`config.mk`:
```
export PLATFORM = sky130hd
export DESIGN_NAME = divide_fix_iter_axis
export DESIGN_NICKNAME = d
export VERILOG_FILES = /design/src/rtl/divide_fix_pkg.sv /design/src/rtl/divide_fix_core_iter.sv /design/src/rtl/divide_fix_iter_axis.sv
export SDC_FILE = /design/constraint.sdc
export NUM_CORES = 1
export LEC_CHECK = 0
export ABC_AREA = 1
export CAP_MARGIN = 5
export CORE_AREA = 2 2 151 79
export CTS_CLUSTER_DIAMETER = 100
export DETAILED_ROUTE_END_ITERATION = 7
export DIE_AREA = 0 0 153 81
export GPL_TIMING_DRIVEN = 0
export PLACE_DENSITY = 0.9
export SLEW_MARGIN = 20
export SYNTH_ARGS = -nofsm -noshare
export SYNTH_HDL_FRONTEND = slang
export SYNTH_SLANG_ARGS = --single-unit
```
`constraint.sdc`:
```
create_clock -name aclk -period 2.3 [get_ports aclk]
set_input_delay 0.345 -clock aclk [delete_from_list [all_inputs] [get_ports aclk]]
set_output_delay 0.345 -clock aclk [all_outputs]
set_load 0.02 [all_outputs]
```
`src/rtl/divide_fix_pkg.sv`:
```
// Shared types and width helpers for the iterative fixed-point divider.
package divide_fix_pkg;

    typedef enum logic [1:0] {
        IDLE = 2'd0,
        CALC = 2'd1,
        DONE = 2'd2
    } state_t;

    localparam logic DBZ_FLAG = 1'b1;

    function automatic int q_width(input int a_w, input int frac_w);
        return a_w + frac_w;
    endfunction

    function automatic int cnt_width(input int q_w);
        return $clog2(q_w + 1);
    endfunction

endpackage

```
`src/rtl/divide_fix_core_iter.sv`:
```
// Radix-2 restoring divider: one quotient bit per busy cycle, MSB first.
module divide_fix_core_iter
    import divide_fix_pkg::*;
#(
    parameter int A_W    = 40,
    parameter int B_W    = 8,
    parameter int FRAC_W = 8
) (
    input  logic                           clk,
    input  logic                           rst_n,
    input  logic                           start,
    input  logic [A_W-1:0]                 a,
    input  logic [B_W-1:0]                 b,
    output logic                           busy,
    output logic                           done,
    output logic [q_width(A_W, FRAC_W)-1:0] q,
    output logic                           dbz
);

    localparam int Q_W   = q_width(A_W, FRAC_W);
    localparam int CNT_W = cnt_width(Q_W);

    // Quotient bits shift into the low end of the dividend register as it empties.
    logic [Q_W-1:0]   dvd;
    logic [B_W:0]     rem;
    logic [B_W-1:0]   dsr;
    logic [CNT_W-1:0] cnt;
    logic [B_W:0]     rem_sh;
    logic             ge;

    assign rem_sh = {rem[B_W-1:0], dvd[Q_W-1]};
    assign ge     = (rem_sh >= {1'b0, dsr});
    assign q      = dvd;

    always_ff @(posedge clk) begin
        if (!rst_n) begin
            dvd  <= '0;
            rem  <= '0;
            dsr  <= '0;
            cnt  <= '0;
            busy <= 1'b0;
            done <= 1'b0;
            dbz  <= 1'b0;
        end else begin
            done <= 1'b0;
            if (start && !busy) begin
                dvd  <= {a, {FRAC_W{1'b0}}};
                rem  <= '0;
                dsr  <= b;
                dbz  <= (b == '0);
                cnt  <= CNT_W'(Q_W - 1);
                busy <= 1'b1;
            end else if (busy) begin
                rem <= ge ? (rem_sh - {1'b0, dsr}) : rem_sh;
                dvd <= {dvd[Q_W-2:0], ge};
                cnt <= cnt - 1'b1;
                if (cnt == '0) begin
                    busy <= 1'b0;
                    done <= 1'b1;
                end
            end
        end
    end

endmodule

```
`src/rtl/divide_fix_iter_axis.sv`:
```
// Stream-handshaked fixed-point divider: FSM, result formatting and zero clamp around the core.
module divide_fix_iter_axis
    import divide_fix_pkg::*;
#(
    parameter int A_W         = 40,
    parameter int B_W         = 8,
    parameter int FRAC_W      = 8,
    parameter int OUT_W       = 64,
    parameter int OUT_SHIFT   = 12,
    parameter bit ZERO_TO_ONE = 1'b1
) (
    input  logic             aclk,
    input  logic             aresetn,
    input  logic             s_axis_a_tvalid,
    input  logic [A_W-1:0]   s_axis_a_tdata,
    input  logic             s_axis_b_tvalid,
    input  logic [B_W-1:0]   s_axis_b_tdata,
    output logic             s_axis_tready,
    output logic             m_axis_result_tvalid,
    input  logic             m_axis_result_tready,
    output logic [OUT_W-1:0] m_axis_result_tdata,
    output logic             m_axis_result_tuser
);

    localparam int Q_W = q_width(A_W, FRAC_W);

    if (Q_W + OUT_SHIFT > OUT_W) begin : g_width_check
        $error("divide_fix_iter_axis: shifted quotient does not fit in OUT_W");
    end

    // Handshake: a transfer happens on an edge where valid and ready are both high;
    // both input channels share one ready and are consumed together or not at all.
    state_t           state;
    logic             accept;
    logic             core_busy;
    logic             core_done;
    logic [Q_W-1:0]   core_q;
    logic             core_dbz;
    logic [Q_W-1:0]   q_sel;
    logic [OUT_W-1:0] r_shift;
    logic [OUT_W-1:0] r_fmt;

    assign s_axis_tready = (state == IDLE) & aresetn;
    assign accept        = s_axis_a_tvalid & s_axis_b_tvalid & s_axis_tready;

    divide_fix_core_iter #(
        .A_W    (A_W),
        .B_W    (B_W),
        .FRAC_W (FRAC_W)
    ) u_core (
        .clk   (aclk),
        .rst_n (aresetn),
        .start (accept),
        .a     (s_axis_a_tdata),
        .b     (s_axis_b_tdata),
        .busy  (core_busy),
        .done  (core_done),
        .q     (core_q),
        .dbz   (core_dbz)
    );

    always_comb begin
        q_sel   = core_dbz ? '1 : core_q;
        r_shift = OUT_W'(q_sel) << OUT_SHIFT;
        r_fmt   = r_shift;
        if (ZERO_TO_ONE && (r_shift == '0)) begin
            r_fmt = OUT_W'(1);
        end
    end

    always_ff @(posedge aclk) begin
        if (!aresetn) begin
            state                <= IDLE;
            m_axis_result_tvalid <= 1'b0;
            m_axis_result_tdata  <= '0;
            m_axis_result_tuser  <= 1'b0;
        end else begin
            case (state)
                IDLE: begin
                    if (accept && !core_busy) begin
                        state <= CALC;
                    end
                end
                CALC: begin
                    if (core_done) begin
                        state                <= DONE;
                        m_axis_result_tvalid <= 1'b1;
                        m_axis_result_tdata  <= r_fmt;
                        m_axis_result_tuser  <= core_dbz ? DBZ_FLAG : 1'b0;
                    end
                end
                DONE: begin
                    if (m_axis_result_tready) begin
                        state                <= IDLE;
                        m_axis_result_tvalid <= 1'b0;
                    end
                end
                default: state <= IDLE;
            endcase
        end
    end

endmodule

```
==> reports/metrics.yaml <==
global_route:
  grt_max_degree: 17
  track_usage: 0.287
  grt_pass1_wl_um: 27700
  antenna_found_initial: 0
  overflow: 0
  grt_pass1_vias: 5375
clock_network:
  cts_max_level: 4
  clk_pin_slew_ns: 0.05
  cts_buffers: 17
  clockRootBuffer: "clkbuf_16"
  cts_tree: "yes"
  clockBufferDepth: 2
  postCtsSetupBuffers: 0
  cts_sinks: 126
  clk_latency_ns: 0.42
route:
  wl_per_cell_um: 16.4
  drt-total-wl_um: 17600
  routed_via_density: 5.57
  first_pass_iters: 8
  drtIter0Drc: 829
  ant_nets: 0
  dr_total_vias: 5948
  drc: 1
critical_path:
  worstPathCellList: "clkdlybuf4s50_1 > inv_2 > nor3_4 > nand3_1 > nor2_4 > inv_2 > nand2_2 > buf_4 > a21oi_1"
  cpPeakStageDelay_ns: 0.57
  cp.buffers_inverters: 4
  cpMaxStageDelayCell: "clkdlybuf4s50_1"
  path_common_cell: "inv_2"
  critical_path_class: "in -> reg"
  path_max_fanout: 10
  crit_path_end_kind: "register"
  arrival_ns: 2.50
  worstPathRequired_ns: 2.60
  crit_path_start_kind: "input pin"
  cpLargestDelayFamily: "buffers and inverters"
sta:
  worstMarginPinSlew_ns: 0.629
  final.period_utilization: 0.958
  drv_slew: 0
  fmax_mhz: 454
  maxSlewHeadroom: 0.581
  rsz0062_at_grt: "false"
  finalHoldViolCount: 0
  finClkSkew_ns: 0.00937
  period_minus_slack_ns: 2.20
  finalSetupViolations: 0
floorplanning:
  coreArea_um2: 11300
  ioPinCount: 120
  fp.dieArea_um2: 12400
  start_util: 0.490
  die_height_um: 81
  placementRows: 28
  die_w_um: 153
power:
  ir_worst_vdd_v: 0.000486
  leakage_uw: 0.00281
  p_per_area_nw_per_um2: 787
synthesis:
  ys_seq_area_frac: 0.454
  ys.warnings.count: 0
  synth_cells: 769
  synth_cell_type_count: 31
  synth_area_um2: 5550
  ys_ff_latch: 126
  synth.avg_cell_area_um2: 7.22
finish:
  fin_cells: 1068
  layout-drive-gt1-share: 0.0686
  nNetsFinal: 969
  syn_to_final_growth_pct: 33.8
  utilization: 0.656
  antenna_cells: 0
  fin_area_um2: 7430
place:
  dpl.cell_count: 1037
  post_dp_cell_area_um2: 6830
  numPortBuffers: 104
  dp_hpwl_um: 12500
  gp_congestion: 0.932
outcome:
  violations: "design-rule violations"
  outcome: "finished, violations left"
flow_run:
  drv_cap: 0
min_path:
  hold_class: "reg -> reg"
## what timing repair did
item | in CTS | in global routing
hold buffers | 0 | 0
setup endpoints to repair | 0 | 1
resized for setup | 0 | 1
## synth_stat cells, drive strengths merged
| library cell | count | area (µm²) |
|---|---|---|
| dfxtp | 126 | 2520 |
| o211ai | 2 | 15.0 |
| and2 | 2 | 12.5 |
| a31oi | 42 | 263 |
| or2 | 6 | 37.5 |
| buf | 29 | 196 |
| ha | 9 | 113 |
| o21bai | 1 | 7.51 |
| nand4 | 5 | 31.3 |
| fa | 1 | 20.0 |
| inv | 52 | 195 |
| clkbuf | 31 | 116 |
| nand2 | 244 | 918 |
| nand3 | 22 | 110 |
| o21ai | 60 | 300 |
| nor3 | 7 | 46.3 |
| xor2 | 3 | 26.3 |
| a21oi | 80 | 400 |
| xnor2 | 2 | 17.5 |
| nand3b | 2 | 15.0 |
| nor4 | 7 | 43.8 |
| conb | 1 | 3.75 |
| nor2 | 35 | 139 |
## report_power, final
group	switching, µW	internal (µW)	total, µW	leakage (µW)
sequential	54.5	2240	2300	0.00102
clock	960	1780	2740	0.000294
combinational	502	307	809	0.00150
total	1520	4330	5840	0.00281
## stage by stage
stage               TNS [ns]  hold WS, ns  setup WS [ns]  power [µW]
global placement       -2.72        0.450         -0.179        3080
finish                     0        0.462         0.0971        5840
detailed placement     -5.25        0.457         -0.212        3100
floorplan                  0        0.424          0.702        2840
CTS                        0        0.465         0.0147        5800
global route               0        0.479         0.0521        6030
## logic make-up (layout without fill, tap and decap cells)
kind of cell | after synthesis | in the layout | synth area share
XOR/XNOR | 5 | 5 | 0.00789
other | 1 | 15 | 0.000676
AND/OR/NAND/NOR | 330 | 330 | 0.244
buffers and inverters | 112 | 247 | 0.0915
adder cells (fa/ha/maj) | 10 | 10 | 0.0239
flip-flops | 126 | 126 | 0.454
AO/OA/AOI/OAI | 185 | 185 | 0.178
## registers in the layout, indices dropped and copies added, names as in the netlist
register and flops:
m_axis_result_tdata 49, m_axis_result_tuser 1, m_axis_result_tvalid 1, state 2, u_core.busy 1, u_core.cnt 6
u_core.dbz 1, u_core.done 1, u_core.dsr 8, u_core.q 48, u_core.rem 8
## metal layers
| layer | vias to the layer above | global-route usage | part of all wire |
|---|---|---|---|
| met5 | - | 0 | 0 |
| li1 | 2782 | - | - |
| met2 | 426 | 0.415 | 0.40 |
| met3 | 34 | 0.0848 | 0.14 |
| met4 | 0 | 0.0796 | 0.015 |
| met1 | 2706 | 0.416 | 0.45 |
## worst paths after layout
| path | slack, ns | depth (start not counted) | to | startpoint |
|---|---|---|---|---|
| max | 0.1 | 9 | u_core.rem[1] | aresetn |
| min | 0.46 | 2 | m_axis_result_tdata[35] | m_axis_result_tdata[35] |
| max reg2reg | 0.33 | 11 | u_core.rem[7] | u_core.q[47] |
| min reg2reg | 0.46 | 2 | m_axis_result_tdata[35] | m_axis_result_tdata[35] |
## tightest hold or removal path: cells and delay by family (launching register included)
kind / cells / cell delay [ns]
AND/OR/NAND/NOR: 1 / 0.06
flip-flops: 1 / 0.30
AO/OA/AOI/OAI: 1 / 0.06
## cell usage in the layout (no fill, tap or decap), types with 17 or more instances in the layout
master and n:
inv_1 50, clkbuf_1 35, o21ai_0 60, a31oi_1 42
clkbuf_16 17, dfxtp_1 126, nand2_1 243, nor2_1 34
clkdlybuf4s50_1 103, buf_4 20, a21oi_1 80, nand3_1 22
## final cells by class
class                           instances  area, µm²
Multi-Input combinational cell        545       2570
Fill cell                             937       3890
Inverter                               52        195
Sequential cell                       126       2520
Clock inverter                          7        110
Clock buffer                           24        482
Timing Repair Buffer                  104       1040
Buffer                                 60        313
Tap cell                              150        188
(Power assumes the default switching activity.)
